<file path="config.mk">
export PLATFORM = sky130hd
export DESIGN_NAME = alu_cmd_sequencer
export DESIGN_NICKNAME = d
export VERILOG_FILES = /design/src/rtl/alu_pkg.sv /design/src/rtl/cmd_fifo.sv /design/src/rtl/alu_cmd_sequencer.sv
export SDC_FILE = /design/constraint.sdc
export NUM_CORES = 1
export LEC_CHECK = 0
export BUFFER_PORTS_ARGS = -buffer_cell sky130_fd_sc_hd__buf_2
export CORE_MARGIN = 3
export CORE_UTILIZATION = 25
export CTS_BUF_LIST = sky130_fd_sc_hd__clkbuf_4 sky130_fd_sc_hd__clkbuf_8 sky130_fd_sc_hd__clkbuf_16
export DETAILED_ROUTE_END_ITERATION = 8
export PLACE_DENSITY = 0.47
export SYNTH_ARGS = -nofsm -noshare
export SYNTH_HDL_FRONTEND = slang
export SYNTH_SLANG_ARGS = --single-unit
</file>
<file path="constraint.sdc">
create_clock -name clk -period 2.2 [get_ports clk]
set_input_delay 0.11 -clock clk [delete_from_list [all_inputs] [get_ports clk]]
set_output_delay 0.11 -clock clk [all_outputs]
set_load 0.01 [all_outputs]
</file>
<file path="src/rtl/alu_pkg.sv">
// Shared definitions for the ALU command sequencer: FSM states, the packed
// command layout and a helper that builds a packed command from its fields.
package alu_pkg;

  typedef enum logic [1:0] {
    ST_IDLE = 2'd0,
    ST_EXEC = 2'd1,
    ST_SHOW = 2'd2
  } state_t;

  // Packed command is {control, sel, op1, op2}
  localparam int CMD_W    = 13;
  localparam int OP2_LSB  = 0;
  localparam int OP1_LSB  = 4;
  localparam int SEL_LSB  = 8;
  localparam int CTRL_BIT = 12;

  function automatic logic [CMD_W-1:0] pack_cmd(input logic       control,
                                                 input logic [3:0] sel,
                                                 input logic [3:0] op1,
                                                 input logic [3:0] op2);
    return {control, sel, op1, op2};
  endfunction

endpackage

</file>
<file path="src/rtl/cmd_fifo.sv">
// Synchronous FIFO with registered storage and pointers. Pushes into a full
// queue and pops from an empty queue are ignored; a simultaneous push and pop
// leaves the level unchanged.
module cmd_fifo #(
  parameter int DEPTH = 4,
  parameter int WIDTH = 13
) (
  input  logic                       clk,
  input  logic                       rst,
  input  logic                       push,
  input  logic [WIDTH-1:0]           din,
  output logic                       full,
  input  logic                       pop,
  output logic [WIDTH-1:0]           dout,
  output logic                       empty,
  output logic [$clog2(DEPTH):0]     level
);

  localparam int AW = (DEPTH > 1) ? $clog2(DEPTH) : 1;
  localparam int LW = $clog2(DEPTH) + 1;

  logic [WIDTH-1:0] mem [DEPTH];
  logic [AW-1:0]    wr_ptr;
  logic [AW-1:0]    rd_ptr;
  logic [LW-1:0]    count;
  logic             do_push;
  logic             do_pop;

  assign full    = (count == LW'(DEPTH));
  assign empty   = (count == '0);
  assign do_push = push && !full;
  assign do_pop  = pop && !empty;
  assign dout    = mem[rd_ptr];
  assign level   = count;

  // Pointer and occupancy bookkeeping; power-of-two depth wraps naturally
  always_ff @(posedge clk) begin
    if (rst) begin
      wr_ptr <= '0;
      rd_ptr <= '0;
      count  <= '0;
    end else begin
      if (do_push) wr_ptr <= wr_ptr + 1'b1;
      if (do_pop)  rd_ptr <= rd_ptr + 1'b1;
      case ({do_push, do_pop})
        2'b10:   count <= count + 1'b1;
        2'b01:   count <= count - 1'b1;
        default: count <= count;
      endcase
    end
  end

  // Entry storage; contents are only meaningful between push and pop
  always_ff @(posedge clk) begin
    if (do_push) mem[wr_ptr] <= din;
  end

endmodule

</file>
<file path="src/rtl/alu_cmd_sequencer.sv">
// Feeds queued ALU commands to the shared ALU one at a time, holds the ALU
// inputs for SETTLE_CYCLES, captures the result and hands it to the LCD path
// over a req/ack handshake. A small FIFO absorbs bursts of command entry.
module alu_cmd_sequencer #(
  parameter int FIFO_DEPTH    = 4,
  parameter int SETTLE_CYCLES = 1
) (
  input  logic                         clk,
  input  logic                         rst,
  input  logic                         cmd_valid,
  output logic                         cmd_ready,
  input  logic                         cmd_control,
  input  logic [3:0]                   cmd_sel,
  input  logic [3:0]                   cmd_op1,
  input  logic [3:0]                   cmd_op2,
  output logic                         alu_control,
  output logic [3:0]                   alu_sel,
  output logic [3:0]                   alu_op1,
  output logic [3:0]                   alu_op2,
  input  logic [7:0]                   alu_result,
  output logic [7:0]                   lcd_data,
  output logic                         lcd_req,
  input  logic                         lcd_ack,
  output logic [$clog2(FIFO_DEPTH):0]  fifo_level,
  output logic [7:0]                   result_count,
  output logic                         busy
);

  import alu_pkg::*;

  localparam int CW = (SETTLE_CYCLES > 1) ? $clog2(SETTLE_CYCLES) : 1;
  localparam logic [CW-1:0] SETTLE_LAST = CW'(SETTLE_CYCLES - 1);

  state_t           state;
  state_t           state_nxt;
  logic [CW-1:0]    settle_cnt;
  logic             fifo_full;
  logic             fifo_empty;
  logic             fifo_push;
  logic [CMD_W-1:0] fifo_din;
  logic [CMD_W-1:0] fifo_dout;
  logic             pop;
  logic             capture;
  logic             retire;

  assign cmd_ready = !fifo_full;
  assign fifo_push = cmd_valid && cmd_ready;
  assign fifo_din  = pack_cmd(cmd_control, cmd_sel, cmd_op1, cmd_op2);
  assign busy      = (state != ST_IDLE) || !fifo_empty;

  cmd_fifo #(
    .DEPTH (FIFO_DEPTH),
    .WIDTH (CMD_W)
  ) u_fifo (
    .clk   (clk),
    .rst   (rst),
    .push  (fifo_push),
    .din   (fifo_din),
    .full  (fifo_full),
    .pop   (pop),
    .dout  (fifo_dout),
    .empty (fifo_empty),
    .level (fifo_level)
  );

  // State register
  always_ff @(posedge clk) begin
    if (rst) state <= ST_IDLE;
    else     state <= state_nxt;
  end

  // Next-state and per-cycle actions: pop in IDLE, capture after settling,
  // retire on acknowledge; lcd_ack has no effect outside SHOW
  always_comb begin
    state_nxt = state;
    pop       = 1'b0;
    capture   = 1'b0;
    retire    = 1'b0;
    case (state)
      ST_IDLE: begin
        if (!fifo_empty) begin
          pop       = 1'b1;
          state_nxt = ST_EXEC;
        end
      end
      ST_EXEC: begin
        if (settle_cnt == SETTLE_LAST) begin
          capture   = 1'b1;
          state_nxt = ST_SHOW;
        end
      end
      ST_SHOW: begin
        if (lcd_ack) begin
          retire    = 1'b1;
          state_nxt = ST_IDLE;
        end
      end
      default: state_nxt = ST_IDLE;
    endcase
  end

  // ALU input registers, settle counter, LCD output registers and result count
  always_ff @(posedge clk) begin
    if (rst) begin
      alu_control  <= 1'b0;
      alu_sel      <= '0;
      alu_op1      <= '0;
      alu_op2      <= '0;
      settle_cnt   <= '0;
      lcd_data     <= '0;
      lcd_req      <= 1'b0;
      result_count <= '0;
    end else begin
      if (pop) begin
        alu_control <= fifo_dout[CTRL_BIT];
        alu_sel     <= fifo_dout[SEL_LSB +: 4];
        alu_op1     <= fifo_dout[OP1_LSB +: 4];
        alu_op2     <= fifo_dout[OP2_LSB +: 4];
        settle_cnt  <= '0;
      end else if (state == ST_EXEC) begin
        settle_cnt  <= settle_cnt + 1'b1;
      end
      if (capture) begin
        lcd_data <= alu_result;
        lcd_req  <= 1'b1;
      end
      if (retire) begin
        lcd_req      <= 1'b0;
        result_count <= result_count + 8'd1;
      end
    end
  end

endmodule

</file>
== After elaboration in Yosys (flattened, before gate mapping) ==
Memory sizes are Yosys's and may differ from the RTL's. A register that Yosys moved wholly into a read port is not among the register bits.
Cells that the tools add are included.

* ROM bits: 0
* Memory bits (writable): 52
* Memories kept: 1
* Output and inout bits: 35
* Input port bits: 25
* Latch bits: 0
* Bits in registers: 27
* Logic and storage cells: 49

{| class="wikitable"
|+ Memories
! memory !! depth !! width !! rd ports !! clocked after memory_dff !! wr ports !! line !! source
|-
| u_fifo.mem || 4 || 13 || 1 || 1 || 1 || cmd_fifo.sv:22 || <nowiki>logic [WIDTH-1:0] mem [DEPTH];</nowiki>
|}

* Shifts and indexed selects: 0
* Magnitude comparators: 0
* Bitwise gates (word level): 0
* $mul: 0
* Equal/unequal tests: 8
* Divide/modulo/power cells: 0
* Multiplexer cells: 13
* Add/subtract/negate cells: 6
* Reduce and logical (&&, ||, !) cells: 13

{| class="wikitable"
|+ Operators with widths
! kind !! number
|-
| $add 8x1->8 const B || 1
|-
| $mux 1 || 8
|-
| $mux 2 || 3
|-
| $ne 2x2->1 const B || 3
|-
| $pmux 2 s3 || 1
|-
| $pmux 3 s2 || 1
|-
| $add 2x1->2 const B || 2
|-
| $eq 2x1->1 const B || 2
|-
| $eq 2x2->1 const B || 2
|-
| $reduce_bool 2->1 || 2
|-
| $reduce_or 2->1 || 2
|-
| $add 3x1->3 const B || 1
|-
| $eq 3x3->1 const B || 1
|-
| $logic_and 1x1->1 || 3
|-
| $logic_not 3->1 || 1
|-
| $reduce_and 3->1 || 1
|-
| $sub 3x1->3 const B || 1
|-
| $logic_not 1->1 || 2
|-
| $logic_not 2->1 || 1
|-
| $add 1x1->1 const B || 1
|-
| $logic_or 1x1->1 || 1
|}

== Longest topological paths before layout ==
* Depth in word-level cells: 6
* Depth in mapped cells: 9
* Mapped depth without buffers: 8

== Modules after synthesis ==
Synthesis repeated with hierarchy kept, for this count alone.

* Cell total of the unflattened synthesis: 264
* Area, all modules: 3686.0 um^2

{| class="wikitable"
|+ Modules (own cells, without submodules)
! module !! area each (um^2) !! seq. area each (um^2) !! cells each !! times used
|-
| cmd_fifo || 2354.8 || 1741.7 || 121 || 1
|-
| alu_cmd_sequencer || 1331.3 || 660.6 || 143 || 1
|}

== Worst setup path after synthesis ==
Ideal clock, no wire load.

* Kind: reg-to-reg
* Start point: reg u_fifo.count[2], in the netlist u_fifo.level[2]
* End point: reg u_fifo.count[2], in the netlist u_fifo.level[2]
* Slack: -0.109 ns
* Clock period less this slack: 2.309 ns
* Data required time: 2.130 ns
* Arrival: 2.239 ns
* Buffers on the path: 1
* Stages on the path, launching flop included: 10
* Library setup time: 0.070 ns
* Cell sequence: dfxtp_1 > or3b_1 > clkbuf_1 > nand2_1 > ha_1 > inv_1 > fa_1 > xor2_1 > or3_1 > a21oi_1

* Longest elaborated chain between the ends: 6
* Elaborated cells between the ends (all ways): 15
* Classes of those cells: add/sub: 2; eq/ne: 3; mux: 3; reduce/logical: 7

{| class="wikitable"
|+ RTL lines
! item !! line !! source
|-
| from (decl) || cmd_fifo.sv:25 || <nowiki>logic [LW-1:0] count;</nowiki>
|-
| from (signal assigned) || cmd_fifo.sv:46 || <nowiki>2'b10: count <= count + 1'b1;</nowiki>
|-
| from (signal assigned) || cmd_fifo.sv:47 || <nowiki>2'b01: count <= count - 1'b1;</nowiki>
|-
| from (signal assigned) || cmd_fifo.sv:48 || <nowiki>default: count <= count;</nowiki>
|-
| $eq 3x3->1 (*) || cmd_fifo.sv:29 || <nowiki>assign full = (count == LW'(DEPTH));</nowiki>
|-
| $logic_not 1->1 (*) || alu_cmd_sequencer.sv:46 || <nowiki>assign cmd_ready = !fifo_full;</nowiki>
|-
| via cmd_ready || alu_cmd_sequencer.sv:11 || <nowiki>output logic cmd_ready,</nowiki>
|-
| $logic_and 1x1->1 || alu_cmd_sequencer.sv:47 || <nowiki>assign fifo_push = cmd_valid && cmd_ready;</nowiki>
|-
| $logic_and 1x1->1 (*) || cmd_fifo.sv:31 || <nowiki>assign do_push = push && !full;</nowiki>
|-
| $eq 2x1->1 or $eq 2x2->1 (tied branches) || cmd_fifo.sv:45 || <nowiki>case ({do_push, do_pop})</nowiki>
|-
| $pmux 3 s2 or $reduce_bool 2->1 (tied branches) || n/a ||
|}

The timed path passes the listed nets; every way through them passes the cells marked *.
A chain may end at the register's enable or synchronous reset.

== Worst setup path after layout ==
* Start point: reg u_fifo.count[0], in the netlist u_fifo.level[0]
* End point: reg u_fifo.count[2], in the netlist u_fifo.level[2]

* Longest elaborated chain between the ends: 6
* Elaborated cells between the ends (all ways): 15
* Classes of those cells: add/sub: 2; eq/ne: 3; mux: 3; reduce/logical: 7

{| class="wikitable"
|+ RTL lines
! item !! line
|-
| $logic_not 3->1 or $eq 3x3->1 (tied branches) || cmd_fifo.sv:30, cmd_fifo.sv:29
|-
| $mux 1 or $logic_not 1->1 (tied branches) || alu_cmd_sequencer.sv:81, cmd_fifo.sv:31, alu_cmd_sequencer.sv:46
|-
| $mux 1 or $logic_and 1x1->1 (tied branches) || alu_cmd_sequencer.sv:79, alu_cmd_sequencer.sv:47
|-
| $logic_and 1x1->1, on equally long branches || cmd_fifo.sv:32, cmd_fifo.sv:31
|-
| $eq 2x1->1 or $eq 2x2->1 (tied branches) || cmd_fifo.sv:45
|-
| $pmux 3 s2 or $reduce_bool 2->1 (tied branches) || n/a
|}

Several ways; a longest one is shown, not always the timed one.

==> reports/qor.yml <==
logic_synthesis:
  yosysMostFrequentCell: "edfxtp_1"
  synth_xor_area_frac: 0.00989
  synthAdderAreaFrac: 0.0268
  synth-simple-area-share: 0.0943
  synth_top_family_by_area: "simple AND/OR/NAND/NOR gates"
  ys_async_sr_fraction: 0
  synth_top_area_frac: 0.441
  synth-compound-area-share: 0.0855
  ys_top_cells_by_area: "edfxtp_1, dfxtp_1, mux4_2"
  synth_common_cells: "edfxtp_1, dfxtp_1, a21oi_1, nand2_1"
  synthFlopType: "edfxtp_1"
  synth_seq_area_share: 0.667
  synthMuxAreaShare: 0.0855
  avgSynthCellArea_um2: 14.5
  syn_area_um2: 3540
  ys_warn_count: 0
  synth-edff-count: 52
  yosysUniqueCellTypes: 38
  synth_top_area_cell: "edfxtp_1"
  synthesis.instances: 245
  mappedNetlistNets: 277
  ys_seq_elements: 92
die:
  dieArea_um2: 15600
  die_h_um: 125
  num_rows: 42
  start_util: 0.261
  ios: 60
  core_um2: 13600
  die-width_um: 125
min_path:
  hp-class: "in2reg"
  min_from: "alu_result[2]"
timing:
  setup_viol: 0
  fmax_mhz: 474
  min_period_ns: 2.11
  period_share: 0.959
  hold_violations: 0
  worst_pin_slew_ns: 0.825
  relSlewSlack: 0.450
  tns_ns: 0
  drv_slew: 0
  worst_slack_ns: 0.0904
  clock-skew-final_ns: 0.00836
  rsz0062_at_grt: "false"
power_and_ir_drop:
  leakage_nw: 1.69
  ir_worst_vdd_v: 0.000447
  power.density_nw_per_um2: 1190
  combPwrFrac: 0.274
  pwr-share-clk: 0.294
  power.internal_mw: 3.70
  sw_frac_of_total: 0.307
  power_switching_mw: 1.64
  power_frac_seq: 0.433
clock_network:
  clk_pin_slew_worst_paths_ns: 0.06
  cts_buffers: 9
  cts_root_buffer: "clkbuf_16"
  clockBufferDepth: 2
  worstSkewPairLatency_ns: 0.34
  cts_tree: "built"
  clock-sinks: 92
  htreeDepth: 3
place:
  pre_cts_ws_ns: 0.0657
  io_buffers: 59
  dpl.hpwl_um: 4670
  place_congestion: 0.719
grt:
  grt_pass1_vias: 2250
  antenna_found_initial: 0
  grt_usage: 0.0971
  overflow: 0
  grt_max_degree: 31
  grt_pass1_wl_um: 11900
job:
  cap_violations: 0
drt:
  wirelength_um: 7190
  routed_via_density: 4.34
  firstDrtPassIters: 4
  drt_iter0_drc: 99
  ant_nets: 0
  drc: 0
  vias: 2189
  wl_per_cell_um: 14.3
layout:
  n_antenna_cell: 0
  areaGrowthSynthToFinish_pct: 27.0
  nets: 355
  postLayoutCoreUtil: 0.332
  drive_above_1_share: 0.320
worst_setup_path:
  timing.rr.start: "u_fifo.level[0]$_SDFFE_PP0P_"
  arrival_ns: 2.36
  crit_type: "reg2reg"
  required_ns: 2.45
  end_kind: "flop"
  start_kind: "flop"
  critPathMaxFanout: 7
  startpoint: "u_fifo.level[0]$_SDFFE_PP0P_"
outcome:
  outcome: "completed"
## path summary, 6_finish.rpt
| kind | endpoint | slack (ns) | cells after the start |
|---|---|---|---|
| hold / removal | lcd_data[2]$_SDFFE_PP0P_ | 0.02 | 3 |
| setup / recovery | u_fifo.level[2]$_SDFFE_PP0P_ | 0.09 | 8 |
| setup reg to reg | u_fifo.level[2]$_SDFFE_PP0P_ | 0.09 | 8 |
| hold reg to reg | lcd_data[0]$_SDFFE_PP0P_ | 0.46 | 2 |
## flip-flops by register name, indices dropped and copies added, names as in the netlist, 3 cells and up
register,flops
alu_op2,4
result_count,8
alu_sel,4
u_fifo.level,3
alu_op1,4
lcd_data,8
u_fifo.mem,52
## per-stage QoR
stage	area, um^2	hold slack, ns	power (mW)	instances
after floorplan	3550	0.209	3.30	245
after global placement	4030	0.326	3.77	472
after detailed placement	4030	0.334	3.79	472
after CTS	4480	0.00111	5.40	503
after global routing	4500	0.00372	5.69	504
final	4500	0.0169	5.34	504
## critical path, stage by stage, from the launching register on
cell	delay [ns]
dfxtp_4	0.36
or3b_1	0.39
nand2_1	0.08
ha_2	0.17
inv_1	0.05
fa_1	0.37
xor2_1	0.18
or3_1	0.30
a21oi_1	0.14
## power groups by stage
stage / Combinational [mW] / Clock, mW / Sequential [mW]
3_5_place_dp: 1.44 / 0 / 2.35
2_1_floorplan: 0.915 / 0 / 2.39
6_report: 1.46 / 1.57 / 2.31
4_1_cts: 1.47 / 1.62 / 2.31
5_1_grt: 1.63 / 1.70 / 2.36
3_3_place_gp: 1.43 / 0 / 2.34
## per-layer routing
layer  wire [um]  global-route usage  vias to the layer above
li1            -                   -                     1086
met2        3640               0.164                       27
met5           0                   0                        -
met3         233              0.0260                        6
met1        3210               0.117                     1070
met4         119              0.0402                        0
## cell families (layout without fill, tap and decap cells)
| group | Yosys count | in the layout |
|---|---|---|
| flip-flops | 92 | 92 |
| AND/OR/NAND/NOR | 60 | 60 |
| AO/OA/AOI/OAI | 46 | 46 |
| buffers and inverters | 22 | 105 |
| multiplexers | 14 | 14 |
| adder cells (fa/ha/maj) | 7 | 7 |
| XOR/XNOR | 4 | 4 |
## layout make-up
| type | count | area, um^2 |
|---|---|---|
| Fill cell | 1340 | 9060 |
| Sequential cell | 92 | 2370 |
| Multi-Input combinational cell | 131 | 1080 |
| Timing Repair Buffer | 81 | 498 |
| Clock buffer | 9 | 225 |
| Tap cell | 176 | 220 |
| Clock inverter | 7 | 80.1 |
| Inverter | 8 | 30.0 |
## cells in the final DEF, fill, tap and decap left out, types with 4 or more instances in the layout
cell | Yosys | layout
a21oi_1 | 20 | 20
a22o_1 | 13 | 13
and3_1 | 4 | 4
buf_2 | 2 | 59
buf_4 | 3 | 7
clkbuf_16 | 0 | 9
dfxtp_1 | 40 | 38
dlygate4sd3_1 | 0 | 15
edfxtp_1 | 52 | 52
ha_1 | 6 | 5
inv_1 | 8 | 8
mux4_2 | 13 | 13
nand2_1 | 20 | 20
nand3_1 | 6 | 6
nor2_1 | 9 | 9
o21ai_0 | 5 | 5
or3_1 | 4 | 4
xor2_1 | 4 | 4
## repair_timing
item / 4_1_cts / 5_1_grt
resized for setup: 0 / 4
hold endpoints to repair: 54 / 0
hold buffers: 15 / 0
endpoints found under the setup margin: 0 / 1
setup buffers: 0 / 1
Note: power is estimated with default switching activity, not from simulation.
